`src/rtl/video_in_2_stream.sv`:
```
// video_in_2_stream: parallel RGB video port (r/g/b, vsync, active) to a
// 16-bit AXI-Stream video stream (tuser = start of frame, tlast = end of line).
// The input is registered once. A one-pixel pending slot holds each pixel until
// the next cycle shows whether it ends the line. An output FIFO with
// first-word fall-through absorbs tready back-pressure.
// Optional feature macro: VIN_FRAME_COUNT_EN adds a 16-bit frame_cnt output
// that counts pushed start-of-frame pixels.
//
// Stream handshake: a beat transfers on every rising hclk edge where
// tvalid_m && tready_m. While tvalid_m is high and tready_m is low, tdata_m,
// tuser_m and tlast_m stay stable. tvalid_m never drops without a transfer.
module video_in_2_stream #(
  parameter int FIFO_DEPTH = 16,
  parameter bit VSYNC_POL  = 1'b1
) (
  input  logic                          hclk,
  input  logic                          hreset,
  input  logic [4:0]                    vin_r,
  input  logic [4:0]                    vin_g,
  input  logic [5:0]                    vin_b,
  input  logic                          vin_vsync,
  input  logic                          vin_active,
  output logic [15:0]                   tdata_m,
  output logic                          tuser_m,
  output logic                          tlast_m,
  output logic                          tvalid_m,
  input  logic                          tready_m,
  output logic                          overflow,
`ifdef VIN_FRAME_COUNT_EN
  output logic [15:0]                   frame_cnt,
`endif
  input  logic                          ovf_clr,
  output logic [$clog2(FIFO_DEPTH):0]   fifo_level
);

  localparam int AW = $clog2(FIFO_DEPTH);
  localparam logic [AW:0] DEPTH_C = (AW+1)'(FIFO_DEPTH);

  // state is the observable FSM state for checkers
  typedef enum logic [1:0] {
    WAIT_SOF = 2'd0,
    ACTIVE   = 2'd1,
    DROP     = 2'd2
  } state_t;

  state_t state;

  // input stage; vsync is normalised to "asserted" so the edge logic is polarity-free
  logic [15:0] s1_data;
  logic        s1_active;
  logic        s1_vs;
  logic        s1_vs_prev;
  logic        vsync_edge;

  // pending slot and frame bookkeeping
  logic [15:0] pend_data;
  logic        pend_valid;
  logic        sof_arm;
  logic        overflow_q;

  // FIFO
  logic [17:0] mem [FIFO_DEPTH];
  logic [AW-1:0] wr_ptr;
  logic [AW-1:0] rd_ptr;
  logic [AW:0]   count;
  logic          full;
  logic          pop;
  logic          push;
  logic          drop;
  logic [17:0]   rd_entry;

  // write request from the pending slot
  logic          wr_req;
  logic          wr_tlast;
  logic          wr_tuser;

  assign vsync_edge = s1_vs && !s1_vs_prev;
  assign full       = (count == DEPTH_C);
  assign tvalid_m   = (count != '0);
  assign pop        = tvalid_m && tready_m;
  // a full FIFO still accepts when the head leaves in the same cycle
  assign push       = wr_req && (!full || pop);
  assign drop       = wr_req && full && !pop;
  assign rd_entry   = mem[rd_ptr];
  assign fifo_level = count;
  assign overflow   = overflow_q;

  // outputs read zero while the FIFO is empty so nothing is undefined after reset
  assign {tuser_m, tlast_m, tdata_m} = tvalid_m ? rd_entry : 18'd0;

  // register every video input each cycle
  always_ff @(posedge hclk) begin
    if (hreset) begin
      s1_data    <= 16'd0;
      s1_active  <= 1'b0;
      s1_vs      <= 1'b0;
      s1_vs_prev <= 1'b0;
    end else begin
      s1_data    <= {vin_r, vin_g, vin_b};
      s1_active  <= vin_active;
      s1_vs      <= (vin_vsync == VSYNC_POL);
      s1_vs_prev <= s1_vs;
    end
  end

  // a pending pixel always leaves the slot next cycle: as a mid-line pixel when
  // another pixel follows, otherwise as end of line (line end or vsync cut)
  always_comb begin
    wr_req   = 1'b0;
    wr_tlast = 1'b0;
    wr_tuser = sof_arm;
    if (state == ACTIVE && pend_valid) begin
      wr_req   = 1'b1;
      wr_tlast = vsync_edge || !s1_active;
    end
  end

  // frame FSM, pending slot, start-of-frame arming and sticky overflow
  always_ff @(posedge hclk) begin
    if (hreset) begin
      state      <= WAIT_SOF;
      pend_data  <= 16'd0;
      pend_valid <= 1'b0;
      sof_arm    <= 1'b0;
      overflow_q <= 1'b0;
    end else begin
      if (drop) begin
        overflow_q <= 1'b1;
      end else if (ovf_clr) begin
        overflow_q <= 1'b0;
      end
      case (state)
        WAIT_SOF, DROP: begin
          pend_valid <= 1'b0;
          if (vsync_edge) begin
            sof_arm <= 1'b1;
            state   <= ACTIVE;
          end
        end
        ACTIVE: begin
          if (drop) begin
            pend_valid <= 1'b0;
            state      <= DROP;
            if (vsync_edge) begin
              sof_arm <= 1'b1;
            end
          end else begin
            // a new vsync re-arms even if this cycle's write consumed the arm
            if (vsync_edge) begin
              sof_arm <= 1'b1;
            end else if (push) begin
              sof_arm <= 1'b0;
            end
            if (s1_active) begin
              pend_valid <= 1'b1;
              pend_data  <= s1_data;
            end else begin
              pend_valid <= 1'b0;
            end
          end
        end
        default: begin
          state      <= WAIT_SOF;
          pend_valid <= 1'b0;
        end
      endcase
    end
  end

  // FIFO storage; contents need no reset because count gates every read
  always_ff @(posedge hclk) begin
    if (push) begin
      mem[wr_ptr] <= {wr_tuser, wr_tlast, pend_data};
    end
  end

  // FIFO pointers and occupancy; pointers wrap naturally at FIFO_DEPTH
  always_ff @(posedge hclk) begin
    if (hreset) begin
      wr_ptr <= '0;
      rd_ptr <= '0;
      count  <= '0;
    end else begin
      if (push) begin
        wr_ptr <= wr_ptr + 1'b1;
      end
      if (pop) begin
        rd_ptr <= rd_ptr + 1'b1;
      end
      case ({push, pop})
        2'b10:   count <= count + 1'b1;
        2'b01:   count <= count - 1'b1;
        default: count <= count;
      endcase
    end
  end

`ifdef VIN_FRAME_COUNT_EN
  logic [15:0] frame_cnt_q;

  assign frame_cnt = frame_cnt_q;

  // count frames as their start-of-frame pixel enters the FIFO
  always_ff @(posedge hclk) begin
    if (hreset) begin
      frame_cnt_q <= 16'd0;
    end else if (push && wr_tuser) begin
      frame_cnt_q <= frame_cnt_q + 16'd1;
    end
  end
`endif

endmodule

```
`config.mk`:
```
export PLATFORM = sky130hd
export DESIGN_NAME = video_in_2_stream
export DESIGN_NICKNAME = d
export VERILOG_FILES = /design/src/rtl/video_in_2_stream.sv
export SDC_FILE = /design/constraint.sdc
export NUM_CORES = 1
export LEC_CHECK = 0
export CORE_MARGIN = 10
export CORE_UTILIZATION = 45
export DETAILED_ROUTE_END_ITERATION = 7
export SLEW_MARGIN = 20
export SYNTH_ARGS = -nofsm -noshare
export SYNTH_HDL_FRONTEND = slang
export SYNTH_SLANG_ARGS = --single-unit
```
`constraint.sdc`:
```
create_clock -name hclk -period 3.3 [get_ports hclk]
set_clock_uncertainty 0.1 [all_clocks]
set_input_delay 0.825 -clock hclk [delete_from_list [all_inputs] [get_ports hclk]]
set_output_delay 0.825 -clock hclk [all_outputs]
set_load 0.05 [all_outputs]
```
==> flow_metrics.tcl <==
set metrics [dict create \
    slew_headroom_pct 36.2 \
    htreeDepth 2 \
    port_buffers 46 \
    power.total_mw 12.3 \
    slowest_delay_ps 520 \
    dp_hpwl_microns 16800 \
    wl_per_cell_microns 24.4 \
    drc 0 \
    p_seq_share_pct 39.3 \
    synth-async-reset-ratio_pct 0 \
    tightestPinTransition_ps 957 \
    pre_cts_ws_ps 203 \
    first_pass_iters 5 \
    critPathRequiredTime_ps 2370 \
    setup_ws_ps -253 \
    num_rows 62 \
    yosysMostFrequentCell "edfxtp_1" \
    syn_area_sq_um 13200 \
    avgSynthCellArea_sq_um 20.3 \
    r2r_slack_ps 830 \
    switching_share_pct 29.1 \
    hold_buffers 0 \
    fin_area_sq_um 15900 \
    synthCells 651 \
    antenna_cells 0 \
    cp-start-kind "flop" \
    drtIter0Drc 523 \
    peakVddDrop_mv 0.508 \
    syn_nets 680 \
    violations "negative setup slack" \
    worstSkewPairLatency_ps 520 \
    critPathMaxFanout 8 \
    hold-worst-slack_ps 366 \
    p_int_mw 8.72 \
    setup_tns_ps -3770 \
    period_needed_ps 3550 \
    cp-end-kind "primary output" \
    synth_flop_cell "edfxtp_1" \
    place_congestion 0.770 \
    cp_slowest_cell "mux4_2" \
    cp_top_family "multiplexers" \
    synth_top_cells_by_count "288 x edfxtp_1, 75 x mux4_2, 57 x dfxtp_1" \
    num_vias 6552 \
    die_y_microns 192 \
    cp.buffers_inverters 4 \
    yosys_warnings 0 \
    clkTransAtPathRegs_ps 60 \
    drv_cap 0 \
    avgViaCountPerCell 5.58 \
    cts.sinks 345 \
    ys_seq_area_share_pct 73.9 \
    drive_gt1_share_pct 32.2 \
    fin_nets 792 \
    gr-total-overflow 0 \
    final_core_util_pct 55.2 \
    status "finished, violations left" \
    cts_root_buf "clkbuf_16" \
    place_inst 1094 \
    rsz0062_at_grt "true" \
    fin_cells 1174 \
    antenna_found_initial 0 \
    worstSetupPathType "reg2out" \
    start_util_pct 45.9 \
    clock_path_buffers 3 \
    netlist.top_cell.by_area "edfxtp_1" \
    powerDensity_nw_per_um2 772 \
    grt_max_degree 73 \
    grt_pass1_wl_microns 43400 \
    post_dp_cell_area_sq_um 14400 \
    fillerInstances 2231 \
    yosysTopAreaCellShare_pct 65.3 \
    pin_count 47 \
    critical_path.cell_chain "buf_12, buf_12, buf_16, mux4_2, mux4_2, and2_4, buf_6" \
    synth-seq-cells 345 \
    hold_violations 0 \
    max_freq_ghz 0.281 \
    die_w_microns 192 \
    setup_viol 18 \
    synth-edff-count 288 \
    detail-route-antenna-nets 0 \
    p_leak_nw 5.58 \
    power_frac_comb_pct 29.5 \
    critical_path_arrival_ps 2630 \
    synth.distinct_cells 40 \
    slew_violations 0 \
    pwr-share-clk_pct 31.2 \
    fin_crit_sh_pct 108 \
    routed_wl_microns 28600 \
    numCtsBuffers 36 \
    syn2layout_area_growth_pct 20.4 \
    synth_area_leaders "edfxtp_1 65%, mux4_2 13%, dfxtp_1 8.6%" \
    hold_path_class "reg2reg" \
    cts_tree "built" \
    track_usage_pct 15.9 \
    grt_pass1_vias 6911 \
    dieArea_sq_um 36700 \
    core_sq_um 28900 \
    power.switching_mw 3.58 \
]
==> repair_timing <==
action                     4_1_cts  5_1_grt
gates cloned                     8        1
resized for setup               56        5
pin swaps                        0        0
setup buffers                    8        1
setup endpoints to repair       18       18
==> power groups by stage <==
stage / Clock, mW / Sequential, mW / Combinational [mW]
2_1_floorplan: 0 / 4.96 / 2.01
3_3_place_gp: 0 / 4.91 / 2.85
3_5_place_dp: 0 / 4.92 / 2.88
4_1_cts: 3.93 / 4.83 / 3.70
5_1_grt: 4.11 / 4.84 / 3.83
6_report: 3.84 / 4.83 / 3.63
==> cell families (layout without fill, tap and decap cells) <==
kind of cell    Yosys count  after routing  share of synthesized area (%)
flops                   345            345                           73.9
simple gates            115            115                           4.44
mux                     111            111                           17.3
buf+inv                  37            176                           1.63
compound gates           27             27                           1.40
xor+xnor                  9              9                          0.595
fa+ha+maj                 7              7                          0.662
==> worst min-delay path: stages, from the launching register on <==
cell     delay (ps)
dfxtp_1         300
mux2i_1          60
nor2_1           70
==> registers in the layout, summed over array words and instances, names as in the netlist, named ones only <==
signal	flops
s1_active	1
overflow	1
fifo_level	5
s1_data	16
sof_arm	1
pend_valid	1
s1_vs	1
mem	288
state	2
pend_data	16
rd_ptr	4
s1_vs_prev	1
wr_ptr	4
==> final timing paths <==
check | startpoint | end | cells past startpoint
setup / recovery | flop | tdata_m[13] | 7
hold / removal | s1_data[5]$_SDFF_PP0_ | pend_data[5]$_SDFFE_PP0P_ | 2
setup reg to reg | fifo_level[1]$_SDFFE_PP0P_ | fifo_level[4]$_SDFFE_PP0P_ | 9
hold reg to reg | s1_data[5]$_SDFF_PP0_ | pend_data[5]$_SDFFE_PP0P_ | 2
==> layer usage <==
| layer | vias up | wire (microns) | track usage, % |
|---|---|---|---|
| met3 | 45 | 1800 | 3.17 |
| met5 | - | 0 | 0 |
| met2 | 198 | 13700 | 25.2 |
| met4 | 0 | 613 | 4.30 |
| met1 | 3448 | 12500 | 21.9 |
| li1 | 2861 | - | - |
==> final cells by class <==
cell class | count | area (sq um) | share of cell area, %
Sequential cell | 345 | 9790 | 61.5
Timing Repair Buffer | 107 | 1220 | 7.67
Multi-Input combinational cell | 269 | 3290 | 20.7
Inverter | 4 | 15.0 | 0.0942
Tap cell | 384 | 480 | 3.02
Clock inverter | 12 | 91.3 | 0.573
Clock buffer | 53 | 1040 | 6.52
==> layout by cell type (no fill, tap or decap), types with 15 or more instances in the layout <==
cell | synthesis | final
edfxtp_1 | 288 | 288
dfxtp_1 | 57 | 55
mux4_2 | 75 | 85
and2_4 | 0 | 18
clkbuf_16 | 0 | 39
mux2i_1 | 20 | 20
buf_4 | 1 | 44
buf_6 | 9 | 15
clkdlybuf4s50_1 | 0 | 26
nor2_1 | 46 | 34
nor2b_1 | 21 | 21
Power figures use the tool's default switching activity.
